File: config.mk
export PLATFORM = sky130hd
export DESIGN_NAME = pipeline_mem_arbiter
export DESIGN_NICKNAME = d
export VERILOG_FILES = /design/src/rtl/pipeline_mem_arbiter.sv
export SDC_FILE = /design/constraint.sdc
export NUM_CORES = 1
export LEC_CHECK = 0
export BUFFER_PORTS_ARGS = -buffer_cell sky130_fd_sc_hd__buf_4
export CAP_MARGIN = 20
export CORE_AREA = 2 2 269 271
export CTS_BUF_LIST = sky130_fd_sc_hd__clkbuf_4 sky130_fd_sc_hd__clkbuf_8 sky130_fd_sc_hd__clkbuf_16
export DETAILED_ROUTE_END_ITERATION = 16
export DIE_AREA = 0 0 271 273
export PLACE_DENSITY = 0.49
export SYNTH_ARGS = -nofsm -noshare
export SYNTH_HDL_FRONTEND = slang
export SYNTH_SLANG_ARGS = --single-unit
File: constraint.sdc
create_clock -name clk -period 2 [get_ports clk]
set_input_delay 0.4 -clock clk [delete_from_list [all_inputs] [get_ports clk]]
set_output_delay 0.4 -clock clk [all_outputs]
set_load 0.01 [all_outputs]
File: src/rtl/pipeline_mem_arbiter.sv
// Purpose: shares the single physical-memory line port between the I-cache and D-cache; D has priority, with a streak cap so I is not starved.
// Latency: a request seen in IDLE is granted at that edge; resp pulses the cycle after pmem_resp (minimum 2 cycles request-to-resp).
// Backpressure: none. Caches hold their request until their resp pulse; the losing side waits in IDLE, and pmem strobes hold until pmem_resp.
module pipeline_mem_arbiter #(
   parameter int LINE_W       = 128,
   parameter int ADDR_W       = 16,
   parameter int MAX_D_STREAK = 3
) (
   input  logic              clk,
   input  logic              rst_n,
   input  logic              icache_read,
   input  logic [ADDR_W-1:0] icache_address,
   output logic              icache_resp,
   output logic [LINE_W-1:0] icache_rdata,
   input  logic              dcache_read,
   input  logic              dcache_write,
   input  logic [ADDR_W-1:0] dcache_address,
   input  logic [LINE_W-1:0] dcache_wdata,
   output logic              dcache_resp,
   output logic [LINE_W-1:0] dcache_rdata,
   output logic              pmem_read,
   output logic              pmem_write,
   output logic [ADDR_W-1:0] pmem_address,
   output logic [LINE_W-1:0] pmem_wdata,
   input  logic [LINE_W-1:0] pmem_rdata,
   input  logic              pmem_resp,
   output logic              arb_busy
);

   localparam logic [1:0] IDLE    = 2'd0;
   localparam logic [1:0] SERVE_I = 2'd1;
   localparam logic [1:0] SERVE_D = 2'd2;
   localparam logic [1:0] DONE    = 2'd3;

   localparam logic [2:0] STREAK_MAX = 3'(MAX_D_STREAK);

   logic [1:0]        state;
   logic              owner;      // 0 = I side, 1 = D side
   logic              op_write;
   logic [ADDR_W-1:0] addr_q;
   logic [LINE_W-1:0] wdata_q;
   logic [LINE_W-1:0] line_q;
   logic [2:0]        d_streak;

   logic d_req;
   logic i_req;
   logic grant_d;
   logic grant_i;
   logic serving;

   // D wins unless I is also waiting and D has already used up its streak.
   assign d_req   = dcache_read | dcache_write;
   assign i_req   = icache_read;
   assign grant_d = d_req & ~(i_req & (d_streak == STREAK_MAX));
   assign grant_i = i_req & ~grant_d;

   // Grant, latch the request, wait for memory, then hold the line for one resp cycle.
   always_ff @(posedge clk or negedge rst_n) begin
      if (!rst_n) begin
         state    <= IDLE;
         owner    <= 1'b0;
         op_write <= 1'b0;
         addr_q   <= '0;
         wdata_q  <= '0;
         line_q   <= '0;
         d_streak <= '0;
      end else begin
         case (state)
            IDLE: begin
               if (grant_d) begin
                  state    <= SERVE_D;
                  owner    <= 1'b1;
                  // read+write together is treated as a write
                  op_write <= dcache_write;
                  addr_q   <= dcache_address;
                  if (dcache_write) begin
                     wdata_q <= dcache_wdata;
                  end
                  // only contested D grants count toward the streak
                  if (i_req && (d_streak != STREAK_MAX)) begin
                     d_streak <= d_streak + 3'd1;
                  end
               end else if (grant_i) begin
                  state    <= SERVE_I;
                  owner    <= 1'b0;
                  op_write <= 1'b0;
                  addr_q   <= icache_address;
                  d_streak <= '0;
               end
            end
            SERVE_I, SERVE_D: begin
               if (pmem_resp) begin
                  line_q <= pmem_rdata;
                  state  <= DONE;
               end
            end
            DONE: begin
               state <= IDLE;
            end
            default: begin
               state <= IDLE;
            end
         endcase
      end
   end

   // Strobes decode straight from state so an async reset drops them immediately.
   assign serving      = (state == SERVE_I) || (state == SERVE_D);
   assign pmem_read    = serving & ~op_write;
   assign pmem_write   = serving & op_write;
   assign pmem_address = addr_q;
   assign pmem_wdata   = wdata_q;

   assign icache_resp  = (state == DONE) & ~owner;
   assign dcache_resp  = (state == DONE) & owner;
   assign icache_rdata = line_q;
   assign dcache_rdata = line_q;
   assign arb_busy     = (state != IDLE);

endmodule

# Yosys cells after proc, flatten, opt, wreduce, memory -nomap -nowiden
# Cells that the tools add are included.
classes:
  eq_ne: 8
  n_div: 0
  n_addsub: 1
  bitwise_logic: 12
  n_mux: 12
  multipliers: 0
  shifts: 0
  n_reduce_logical: 11
  order_cmp: 0
op_table:
  columns: ["cell", "n"]
  rows:
  - ["$mux W16", 2]
  - ["$mux W3", 3]
  - ["$and A1 B1 Y1", 7]
  - ["$mux W2", 3]
  - ["$pmux W2 S3", 1]
  - ["$reduce_and A2 Y1", 3]
  - ["$reduce_and A3 Y1", 2]
  - ["$eq A2 B2 Y1 const B", 2]
  - ["$not A1 Y1", 4]
  - ["$reduce_bool A2 Y1", 2]
  - ["$add A3 B1 Y3 const B", 1]
  - ["$eq A3 B2 Y1 const B", 1]
  - ["$mux W1", 3]
  - ["$ne A3 B2 Y1 const B", 1]
  - ["$ne A3 B3 Y1 const B", 1]
  - ["$eq A2 B1 Y1 const B", 1]
  - ["$logic_not A2 Y1", 1]
  - ["$ne A2 B1 Y1 const B", 1]
  - ["$ne A2 B2 Y1 const B", 1]
  - ["$reduce_or A2 Y1", 1]
  - ["$logic_and A1 B1 Y1", 1]
  - ["$logic_or A1 B1 Y1", 1]
  - ["$or A1 B1 Y1", 1]
word_totals:
  mem_bits_ro: 0
  latchBits: 0
  in_bits: 294
  ff_bits: 279
  output_inout_bits: 405
  mem_count: 0
  mem_bits_rw: 0

# Depth between registers and ports, before layout
depth:
  depth_word: 9
  mapped_depth: 7

# Least setup slack after synthesis
# OpenSTA, ideal clock, no wires.
synth_path:
  path_kind: "flip-flop to flip-flop"
  start: "reg d_streak[0]"
  end: "reg wdata_q[87] (netlist: pmem_wdata[87])"
  n_path_buf: 2
  setup_slack_ps: 296
  t_arrival_ps: 1576
  synth_period_minus_slack_ps: 1704
  stages_incl_launch_ff: 8
  required_time_ps: 1873
  path_cell_list: "dfrtp_1 ha_1 ha_1 nand2_1 nand3_2 buf_4 buf_6 mux2_1"
synth_between:
  elab_chain_cells: 5
synth_lines:
  columns: ["element", "line", "source"]
  rows:
  - ["start, declared", "43", "logic [2:0] d_streak;"]
  - ["start signal, assigned", "81", "d_streak <= d_streak + 3'd1;"]
  - ["$eq A3 B2 Y1", "54", "assign grant_d = d_req & ~(i_req & (d_streak == STREAK_MAX));"]
  - ["$and A1 B1 Y1", "54", null]
  - ["$not A1 Y1", "54", null]
  - ["$and A1 B1 Y1", "54", null]
  - ["$reduce_and A3 Y1 (no line)", null, null]
  - ["end signal, assigned", "77", "wdata_q <= dcache_wdata;"]
  - ["end, declared", "41", "logic [LINE_W-1:0] wdata_q;"]
# Every way passes these cells.
# A chain may end at the register's enable or synchronous reset.

# Worst setup path in the final report
layout_path:
  start: "reg state[0]"
  end: "out dcache_resp"
layout_between:
  elab_chain_cells: 2
layout_lines:
  columns: ["element", "line", "source"]
  rows:
  - ["start, declared", "37", "logic [1:0] state;"]
  - ["start signal, assigned", "60", "state <= IDLE;"]
  - ["start signal, assigned", "71", "state <= SERVE_D;"]
  - ["start signal, assigned", "84", "state <= SERVE_I;"]
  - ["$eq A2 B2 Y1", "115", "assign dcache_resp = (state == DONE) & owner;"]
  - ["$and A1 B1 Y1", "115", null]
  - ["end, declared", "19", "output logic dcache_resp,"]
# Every way passes these cells.

==> out/metrics.yaml <==
postPlaceCellArea_mm2: 0.01765
max_freq_mhz: 527.0
grt_start_max_net_pins: 72
syn_area_mm2: 0.01206
setup_viol: 0
slew_violations: 0
setup_tns_ps: 0
cp_max_fo: 2
routabilityCongestion: 0.8289
grt_pass1_wl_mm: 55.46
dp_hpwl_mm: 30.01
final.setup.worst_slack_ps: 102.4
hold_depth: 2
slew_headroom_pct: 72.55
cap_viol_max_count: 0
peakVddDrop_v: 0.0007280
fin_area_mm2: 0.01889
clock_sinks: 279
ys.flop_type: "dfrtp_1"
synth_warnings: 0
die_area_mm2: 0.07398
ant_nets: 0
cts_tree: "built"
r2r-start: "d_streak[0]"
finClkSkew_ps: 12.05
path_class: "flop to output pin"
grt_pass1_vias: 8744
layout_commonest_cell: "buf_4"
critPathCaptureType: "output pin"
ys_types: 31
wl_mm: 38.60
pwr_density_cell_mw_per_mm2: 1776
ios: 699
rows: 98
clkSlewWorstSetupHoldPaths_ps: 60
via_per_inst: 3.508
synth_seq_cells: 279
core-area_mm2: 0.07100
drt-pass1-iter-count: 4
remaining_drc_errors: 0
drtIter0Drc: 265
cts_buffer_depth: 3
drive_gt1_share_pct: 74.19
hold_viol_final: 0
fin_util_pct: 26.60
htreeDepth: 2
filler_cell_count: 7416
hp-start: "dcache_wdata[94]"
wire_per_inst_um: 16.29
numCtsBuffers: 36
final_cell_mix: "buf_4, dfrtp_1, mux2_2, mux2_4, clkbuf_16"
root_buffer: "clkbuf_16"
start_util_pct: 16.98
arrival_ps: 1500
globalRoute.totalOverflow: 0
critPathRequiredTime_ps: 1600
total_leakage_power_nw: 9.332
synth_nets: 1083
preCtsSetupSlack_ps: 87.27
cp-start-kind: "flop"
r2r_end: "pmem_wdata[15]"
rsz0062_at_grt: "no"
seq_area_mm2: 0.006982
status: "complete, no violations"
fp.dieW_um: 271
hold_class: "primary input to flop"
async_reset_ff_share_pct: 100.0
syn_inst: 785
holdPathEnd: "pmem_wdata[94]"
antenna_found_initial: 0
die_h_um: 273
syn_to_final_growth_pct: 56.64
synth-seq-area-share_pct: 57.91
power.total_mw: 33.54
period_share_pct: 94.88
grt_use_total_pct: 9.771
insertion_delay_ps: 530
io_buffers: 698
final_net_count: 1691
synth_edf_count: 0
syn_avg_cell_area_um2: 15.36
multiInputGateArea_mm2: 0.003861
r2r_setup_slack_ps: 120
final.min_clock_period_ps: 1898
worst_pin_slew_ps: 411.7
rr_worst_depth: 7
dr_total_vias: 8310
[sequential cells by signal, summed over array words and instances (netlist names)]
signal / cells
d_streak: 3
pmem_wdata: 128
pmem_address: 16
op_write: 1
dcache_rdata: 128
state: 2
owner: 1
[area by class of cell]
class	count	area share (%)
sequential	279	36.97
timing repair buffer	732	29.96
multi-input combinational	340	20.45
tap	950	6.294
clock buffer	51	5.625
clock inverter	12	0.6161
inverter	4	0.07950
antenna	1	0.01325
[cell usage after synthesis, types with 2 or more instances]
cell | count | area, um2
dfrtp_1 | 279 | 6982
mux2_2 | 147 | 1655
buf_4 | 131 | 983.4
mux2_4 | 100 | 1501
nand2_1 | 24 | 90.09
buf_2 | 18 | 90.09
mux2i_1 | 16 | 160.2
o21ai_0 | 16 | 80.08
buf_8 | 11 | 165.2
mux2_1 | 9 | 101.4
ha_1 | 4 | 50.05
inv_1 | 4 | 15.01
nor2b_1 | 4 | 25.02
a21o_1 | 2 | 15.01
and2_1 | 2 | 12.51
nor3_1 | 2 | 10.01
o21ai_1 | 2 | 10.01
[worst max-delay path, stage by stage (launching register included)]
cell	delay, ps
dfrtp_1	380
buf_4	140
ha_2	180
and2_1	130
buf_4	140
[metrics by stage]
| stage | std cells | hold WS, ps |
|---|---|---|
| final | 2369 | 82.42 |
| after global routing | 2368 | 46.34 |
| after CTS | 2368 | 33.66 |
| after detailed placement | 2303 | 320.5 |
| after global placement | 2303 | 317.8 |
| after floorplan | 785 | 104.4 |
[kinds of logic (layout without fill, tap and decap cells)]
| kind of cell | Yosys count | count (layout) | synth area share (%) |
|---|---|---|---|
| flip-flops | 279 | 279 | 57.91 |
| buffers and inverters | 166 | 799 | 10.52 |
| multiplexers | 272 | 272 | 28.35 |
| AND/OR/NAND/NOR | 37 | 37 | 1.422 |
| adder cells (fa/ha/maj) | 4 | 4 | 0.4151 |
| other | 0 | 1 | 0 |
| AO/OA/AOI/OAI | 27 | 27 | 1.380 |
[worst max path at each step]
| stage | start | to | slack [ps] |
|---|---|---|---|
| floorplan | d_streak[0] | pmem_wdata[87] | 300 |
| global placement | d_streak[0] | pmem_wdata[3] | 80 |
| detailed placement | d_streak[0] | pmem_wdata[15] | 90 |
| CTS | state[0] | dcache_resp | 10 |
| global route | state[0] | pmem_read | 0.3 |
| finish | state[0] | dcache_resp | 100 |
[power breakdown]
group	switching (mW)	leakage, nW	total, mW	internal [mW]
registers	2.25	3.30	10.9	8.61
logic	6.51	5.44	16.2	9.68
clock network	2.53	0.597	6.48	3.95
total	11.3	9.33	33.5	22.2
[metal layers]
metal  global-route usage, %  wire (um)  vias up
met5                       0          0        -
met4                   3.373        936        0
met3                   3.269       3238       55
met2                   17.73      20360      397
met1                   10.59      14070     4062
li1                        -          -     3796
[what timing repair did]
| item | in CTS | in global routing |
|---|---|---|
| gates resized for setup | 4 | 5 |
| setup buffers | 2 | 0 |
| setup endpoints to repair | 3 | 6 |
| hold endpoints to repair | 35 | 0 |
| hold buffers | 1 | 0 |
| pin swaps | 0 | 1 |
Power figures use the tool's default switching activity.
